File: src/rtl/instr_encoder.sv
// instr_encoder: builds RV32 instruction words from structured requests.
// It is the inverse of the ID-stage main control decode and drives the debug/self-test
// injection port of the fetch path.
//
// The LI pseudo-instruction expands to LUI+ADDI through a two-state FSM. Encoded words
// wait in a small output FIFO with valid/ready handshakes on both sides.
//
// Ports:
//   clock, reset       system clock; synchronous active-high reset
//   flush              synchronous clear of FIFO and FSM (word_count is kept)
//   in_valid/in_ready  request handshake
//   in_kind            0=R 1=I 2=S 3=B 4=U 5=J 6=LI 7=reserved
//   in_opcode, in_rd, in_rs1, in_rs2, in_funct3, in_funct7, in_imm   request fields
//   out_valid/out_ready, out_instr, out_last   FIFO head and consumer handshake
//   err                one-cycle pulse after an illegal request is accepted
//   word_count         words popped since reset (wraps)
module instr_encoder #(
  parameter int unsigned DEPTH = 2,
  parameter int unsigned CNT_W = 16
) (
  input  logic             clock,
  input  logic             reset,
  input  logic             flush,
  input  logic             in_valid,
  output logic             in_ready,
  input  logic [2:0]       in_kind,
  input  logic [6:0]       in_opcode,
  input  logic [4:0]       in_rd,
  input  logic [4:0]       in_rs1,
  input  logic [4:0]       in_rs2,
  input  logic [2:0]       in_funct3,
  input  logic [6:0]       in_funct7,
  input  logic [31:0]      in_imm,
  output logic             out_valid,
  input  logic             out_ready,
  output logic [31:0]      out_instr,
  output logic             out_last,
  output logic             err,
  output logic [CNT_W-1:0] word_count
);

  localparam int unsigned ptrW = $clog2(DEPTH);
  localparam logic [ptrW:0] fullCount = (ptrW + 1)'(DEPTH);

  localparam logic [2:0] kindR  = 3'd0;
  localparam logic [2:0] kindI  = 3'd1;
  localparam logic [2:0] kindS  = 3'd2;
  localparam logic [2:0] kindB  = 3'd3;
  localparam logic [2:0] kindU  = 3'd4;
  localparam logic [2:0] kindJ  = 3'd5;
  localparam logic [2:0] kindLi = 3'd6;

  localparam logic [6:0] opLui  = 7'b0110111;
  localparam logic [6:0] opAddi = 7'b0010011;

  localparam logic [0:0] IDLE  = 1'b0;
  localparam logic [0:0] EMIT2 = 1'b1;

  logic [0:0]       state;
  logic [ptrW-1:0]  wrPtr;
  logic [ptrW-1:0]  rdPtr;
  logic [ptrW:0]    count;
  logic [31:0]      memInstr [DEPTH];
  logic             memLast  [DEPTH];
  logic [4:0]       pendRd;
  logic [11:0]      pendLo;
  logic             errQ;
  logic [CNT_W-1:0] wordCnt;

  logic [31:0] encWord;
  logic        encLast;
  logic        encPush;
  logic        encIllegal;
  logic        encTwo;
  logic [19:0] liUpper;
  logic [11:0] liLo;

  logic        notFull;
  logic        accept;
  logic        emitPush;
  logic        push;
  logic        pop;
  logic [31:0] pushWord;
  logic        pushLast;

  // Request encoder: purely a function of the current request fields.
  always_comb begin
    encWord    = 32'd0;
    encLast    = 1'b1;
    encPush    = 1'b0;
    encIllegal = 1'b0;
    encTwo     = 1'b0;
    // Bump the upper part when lo is negative so that ADDI sign extension cancels out.
    liUpper    = in_imm[31:12] + {19'd0, in_imm[11]};
    liLo       = in_imm[11:0];
    case (in_kind)
      kindR: begin
        encWord = {in_funct7, in_rs2, in_rs1, in_funct3, in_rd, in_opcode};
        encPush = 1'b1;
      end
      kindI: begin
        encWord = {in_imm[11:0], in_rs1, in_funct3, in_rd, in_opcode};
        encPush = 1'b1;
      end
      kindS: begin
        encWord = {in_imm[11:5], in_rs2, in_rs1, in_funct3, in_imm[4:0], in_opcode};
        encPush = 1'b1;
      end
      kindB: begin
        encWord = {in_imm[12], in_imm[10:5], in_rs2, in_rs1, in_funct3, in_imm[4:1],
                   in_imm[11], in_opcode};
        encPush    = ~in_imm[0];
        encIllegal = in_imm[0];
      end
      kindU: begin
        encWord = {in_imm[31:12], in_rd, in_opcode};
        encPush = 1'b1;
      end
      kindJ: begin
        encWord = {in_imm[20], in_imm[10:1], in_imm[11], in_imm[19:12], in_rd, in_opcode};
        encPush    = ~in_imm[0];
        encIllegal = in_imm[0];
      end
      kindLi: begin
        encPush = 1'b1;
        if (liUpper == 20'd0) begin
          encWord = {liLo, 5'd0, 3'b000, in_rd, opAddi};
        end else if (liLo == 12'd0) begin
          encWord = {liUpper, in_rd, opLui};
        end else begin
          encWord = {liUpper, in_rd, opLui};
          encLast = 1'b0;
          encTwo  = 1'b1;
        end
      end
      default: begin
        encIllegal = 1'b1;
      end
    endcase
  end

  // Handshake and FIFO control. in_ready looks only at registered state, never at out_ready.
  always_comb begin
    notFull   = (count < fullCount);
    in_ready  = (state == IDLE) && notFull;
    out_valid = (count != '0);
    accept    = in_valid && in_ready;
    emitPush  = (state == EMIT2) && notFull;
    push      = (accept && encPush) || emitPush;
    pop       = out_valid && out_ready;
    pushWord  = encWord;
    pushLast  = encLast;
    if (emitPush) begin
      pushWord = {pendLo, pendRd, 3'b000, pendRd, opAddi};
      pushLast = 1'b1;
    end
  end

  always_ff @(posedge clock) begin
    if (reset || flush) begin
      state  <= IDLE;
      wrPtr  <= '0;
      rdPtr  <= '0;
      count  <= '0;
      pendRd <= '0;
      pendLo <= '0;
      errQ   <= 1'b0;
      if (reset) begin
        wordCnt <= '0;
      end
    end else begin
      errQ <= accept && encIllegal;
      if (push) begin
        wrPtr <= wrPtr + 1'b1;
      end
      if (pop) begin
        rdPtr   <= rdPtr + 1'b1;
        wordCnt <= wordCnt + 1'b1;
      end
      case ({push, pop})
        2'b10:   count <= count + 1'b1;
        2'b01:   count <= count - 1'b1;
        default: count <= count;
      endcase
      if (accept && encTwo) begin
        state  <= EMIT2;
        pendRd <= in_rd;
        pendLo <= liLo;
      end else if (emitPush) begin
        state <= IDLE;
      end
    end
  end

  // Storage needs no reset: the head is masked while the FIFO is empty.
  always_ff @(posedge clock) begin
    if (push && !reset && !flush) begin
      memInstr[wrPtr] <= pushWord;
      memLast[wrPtr]  <= pushLast;
    end
  end

  always_comb begin
    out_instr  = out_valid ? memInstr[rdPtr] : 32'd0;
    out_last   = out_valid ? memLast[rdPtr] : 1'b0;
    err        = errQ;
    word_count = wordCnt;
  end

endmodule

File: config.mk
export PLATFORM = sky130hd
export DESIGN_NAME = instr_encoder
export DESIGN_NICKNAME = d
export VERILOG_FILES = /design/src/rtl/instr_encoder.sv
export SDC_FILE = /design/constraint.sdc
export NUM_CORES = 1
export LEC_CHECK = 0
export BUFFER_PORTS_ARGS = -buffer_cell sky130_fd_sc_hd__buf_2
export CAP_MARGIN = 20
export CORE_ASPECT_RATIO = 0.5
export CORE_MARGIN = 3
export CORE_UTILIZATION = 25
export DETAILED_ROUTE_END_ITERATION = 16
export SETUP_SLACK_MARGIN = 0.4
export SKIP_LAST_GASP = 1
export SYNTH_ARGS = -nofsm -noshare
export SYNTH_HDL_FRONTEND = slang
export SYNTH_SLANG_ARGS = --single-unit
File: constraint.sdc
create_clock -name clock -period 5.1 [get_ports clock]
set_clock_uncertainty 0.05 [all_clocks]
set_input_delay 0.51 -clock clock [delete_from_list [all_inputs] [get_ports clock]]
set_output_delay 0.51 -clock clock [all_outputs]
set_load 0.01 [all_outputs]
==> flow_summary_export.csv <==
group,metric,value,unit
status,outcome,"finished clean",
clocking,clockBufferDepth,2,
floorplanning,core_area,23200,µm²
placed_design,dpl.cell_count,970,
sta,worst_pin_slew,0.933,ns
placed_design,pre_cts_ws,1.08,ns
clocking,cts_setup_buffers,0,
grt,gr-usage-met1,16.6,%
placed_design,io_buffers,123,
logic_synthesis,synth-warning-count,0,
logic_synthesis,synth_ff_type,"edfxtp_1",
sta,holdWs,0.367,ns
sta,period_share,71.0,%
worst_setup_path,worst-setup-path-type,"input pin to register",
worst_setup_path,r2r_slack,2.65,ns
grt,grt_pass1_vias,4629,
pwr,ir_worst_vdd,0.000159,V
worst_setup_path,crit_fanout,10,
routing,routed_wl,17100,µm
pwr,pwr-share-seq,48.5,%
min_path,hold_class,"input pin to register",
flow_run,drv_cap,0,
grt,antenna_found_initial,5,
clocking,cts_sinks,106,
pwr,combPwrFrac,14.1,%
cells_and_area,final_cell_count_no_fill,988,
grt,overflow,0,
logic_synthesis,synth_enable_flop_cells,82,
cells_and_area,nFillCells,2372,
clocking,cts_hold_buf,0,
sta,hold_violations,0,
logic_synthesis,synthMostInstantiatedCell,"nor2_1",
routing,first_iter_violations,336,
pwr,fin_total_pwr,2.01,mW
worst_setup_path,required,5.26,ns
routing,wl_per_cell,17.3,µm
grt,grt_usage,13.1,%
grt,globalRouteMet2Util,22.1,%
worst_setup_path,rr_endpoint,"memInstr[1][6]",
worst_setup_path,r2r_start,"state",
cells_and_area,syn2layout_area_growth,19.5,%
logic_synthesis,ys_seq_area_share,49.2,%
logic_synthesis,synth_common_cells,"nor2_1, edfxtp_1, mux2i_1, nand2_1, clkbuf_1",
logic_synthesis,synth_area,5980,µm²
logic_synthesis,yosys.area.top_type,"edfxtp_1",
sta,setup_ws,1.48,ns
sta,min_period,3.62,ns
pwr,p_sw,0.511,mW
routing,viasPerCell,4.84,
pwr,p_sw_share,25.4,%
routing,ant_nets,0,
pwr,power.density,281,nW/µm²
clocking,root_buffer,"clkbuf_16",
sta,fmax,276,MHz
grt,grt.busiest_layer,"met2",
cells_and_area,final_layout_size_suffix_gt1_share,25.7,%
min_path,whs_endpoint,"pendRd[2]",
clocking,numCtsBuffers,9,
floorplanning,num_rows,39,
placed_design,gp_congestion,0.857,
grt,met3_usage,3.47,%
worst_setup_path,arrival,3.79,ns
placed_design,hpwl,12800,µm
pwr,intPower,1.50,mW
floorplanning,initial_core_util,25.8,%
clocking,cts_tree,"done",
clocking,cts_resized,0,
pwr,clkPwrFrac,37.5,%
grt,grt_pass1_wl,26300,µm
floorplanning,die_y,115,µm
clocking,insertion_delay,0.35,ns
sta,finalMaxSlewViolations,0,
clocking,clkSlewWorstSetupHoldPaths,0.07,ns
logic_synthesis,async_reset_ff_share,0,%
logic_synthesis,ys_types,59,
logic_synthesis,synth_cells,577,
logic_synthesis,yosysTopAreaCellShare,41.2,%
worst_setup_path,crit_path_start_kind,"input pin",
sta,setup_viol,0,
floorplanning,die_area,25900,µm²
logic_synthesis,syn_nets,653,
floorplanning,die_w,225,µm
clocking,cts-htree-levels,3,
sta,rsz0062_at_grt,"false",
pwr,leakage,2.72,nW
floorplanning,io_pins,124,
routing,drcViolationCount,0,
min_path,hold_start,"in_rd[2]",
logic_synthesis,synth_area_leaders,"edfxtp_1, mux2i_1, dfxtp_1",
routing,dr.pass1.iters,5,
sta,setup_tns,0,ns
grt,grt_max_degree,43,
min_path,min_path_cells,3,
worst_setup_path,reg2reg_depth,5,
sta,slew_headroom,37.6,%
logic_synthesis,avgSynthCellArea,10.4,µm²
routing,vias,4782,
cells_and_area,fin_nets,751,
worst_setup_path,cp-end-kind,"register",
logic_synthesis,ys_ff_latch,106,
==> cell families (layout without fill, tap and decap cells) <==
| logic type | count (synthesis) | count (layout) | share of synthesized area [%] |
|---|---|---|---|
| AO/OA/AOI/OAI | 105 | 105 | 12.3 |
| XOR/XNOR | 39 | 39 | 5.71 |
| adder cells (fa/ha/maj) | 4 | 4 | 0.837 |
| buffers and inverters | 52 | 155 | 5.06 |
| flip-flops | 106 | 106 | 49.2 |
| multiplexers | 58 | 58 | 9.87 |
| other | 0 | 1 | 0 |
| AND/OR/NAND/NOR | 213 | 213 | 17.1 |
==> cells in the final DEF, fill, tap and decap left out, drive strengths merged, types with 2 or more instances in the layout <==
| master | synthesis | routed |
|---|---|---|
| a21o | 6 | 6 |
| a21oi | 17 | 17 |
| a221o | 7 | 7 |
| a221oi | 11 | 11 |
| a22o | 3 | 3 |
| a22oi | 11 | 11 |
| a31oi | 6 | 6 |
| and2 | 2 | 2 |
| and3 | 7 | 7 |
| and4 | 3 | 3 |
| buf | 10 | 130 |
| clkbuf | 32 | 11 |
| dfxtp | 24 | 24 |
| edfxtp | 82 | 82 |
| ha | 4 | 4 |
| inv | 9 | 11 |
| mux2 | 8 | 8 |
| mux2i | 50 | 50 |
| nand2 | 34 | 34 |
| nand2b | 3 | 3 |
| nand3 | 18 | 18 |
| nand4 | 7 | 7 |
| nor2 | 97 | 97 |
| nor2b | 9 | 9 |
| nor3 | 8 | 8 |
| nor4 | 9 | 9 |
| o2111ai | 2 | 2 |
| o211ai | 3 | 3 |
| o21ai | 21 | 21 |
| o22ai | 8 | 8 |
| o31a | 2 | 2 |
| or2 | 4 | 4 |
| or3 | 8 | 8 |
| or4 | 2 | 2 |
| xnor2 | 20 | 20 |
| xor2 | 19 | 19 |
==> worst max-delay path, cell delays in order <==
cell	delay, ns
buf_2	0.16
ha_1	0.27
ha_1	0.25
nand3_1	0.22
nor3_1	0.14
or4_2	0.54
a221o_2	0.42
o31ai_4	0.64
buf_4	0.34
mux2i_1	0.22
nor2_1	0.05
==> per-layer routing <==
metal | up-vias | wire (µm)
li1 | 2321 | -
met3 | 31 | 882
met5 | - | 48
met2 | 116 | 8340
met1 | 2306 | 7490
met4 | 8 | 360
==> per-stage QoR <==
stage	instance area, µm²	util, %
2_1_floorplan	5980	-
3_3_place_gp	6800	29.3
3_5_place_dp	6800	29.3
4_1_cts	7130	30.7
5_1_grt	7150	30.8
6_report	7150	30.8
==> power by group through the flow <==
stage                     clock network [mW]  registers, mW  logic (mW)
after CTS                              0.772          0.978       0.281
after global placement                     0          0.996       0.275
after global routing                   0.806          0.978       0.312
final                                  0.754          0.975       0.283
after floorplan                            0          0.995       0.177
after detailed placement                   0          0.997       0.280
==> state kept, by name, summed over array words and instances, names as in the netlist, named ones only <==
signal / count
memInstr: 64
word_count: 16
pendLo: 12
pendRd: 5
count: 2
memLast: 2
err: 1
rdPtr: 1
state: 1
wrPtr: 1
==> worst max-delay path by stage <==
stage / start / to / cells after the start
after CTS: in_imm[11] / pendLo[7] / 10
after global routing: in_imm[11] / pendLo[3] / 10
after floorplan: in_kind[2] / memInstr[1][0] / 7
after detailed placement: in_imm[11] / pendLo[7] / 10
final: in_imm[11] / pendLo[7] / 11
after global placement: in_imm[11] / pendLo[3] / 11
==> layout make-up <==
| class | instances | area [µm²] | area share [%] |
|---|---|---|---|
| Sequential cell | 106 | 2940 | 41.2 |
| Multi-Input combinational cell | 419 | 2760 | 38.6 |
| Timing Repair Buffer | 130 | 693 | 9.70 |
| Tap cell | 307 | 384 | 5.37 |
| Clock buffer | 11 | 264 | 3.69 |
| Clock inverter | 5 | 66.3 | 0.928 |
| Inverter | 9 | 33.8 | 0.473 |
| Antenna cell | 1 | 2.50 | 0.0350 |
No activity file was read; power rests on OpenSTA's default activity.
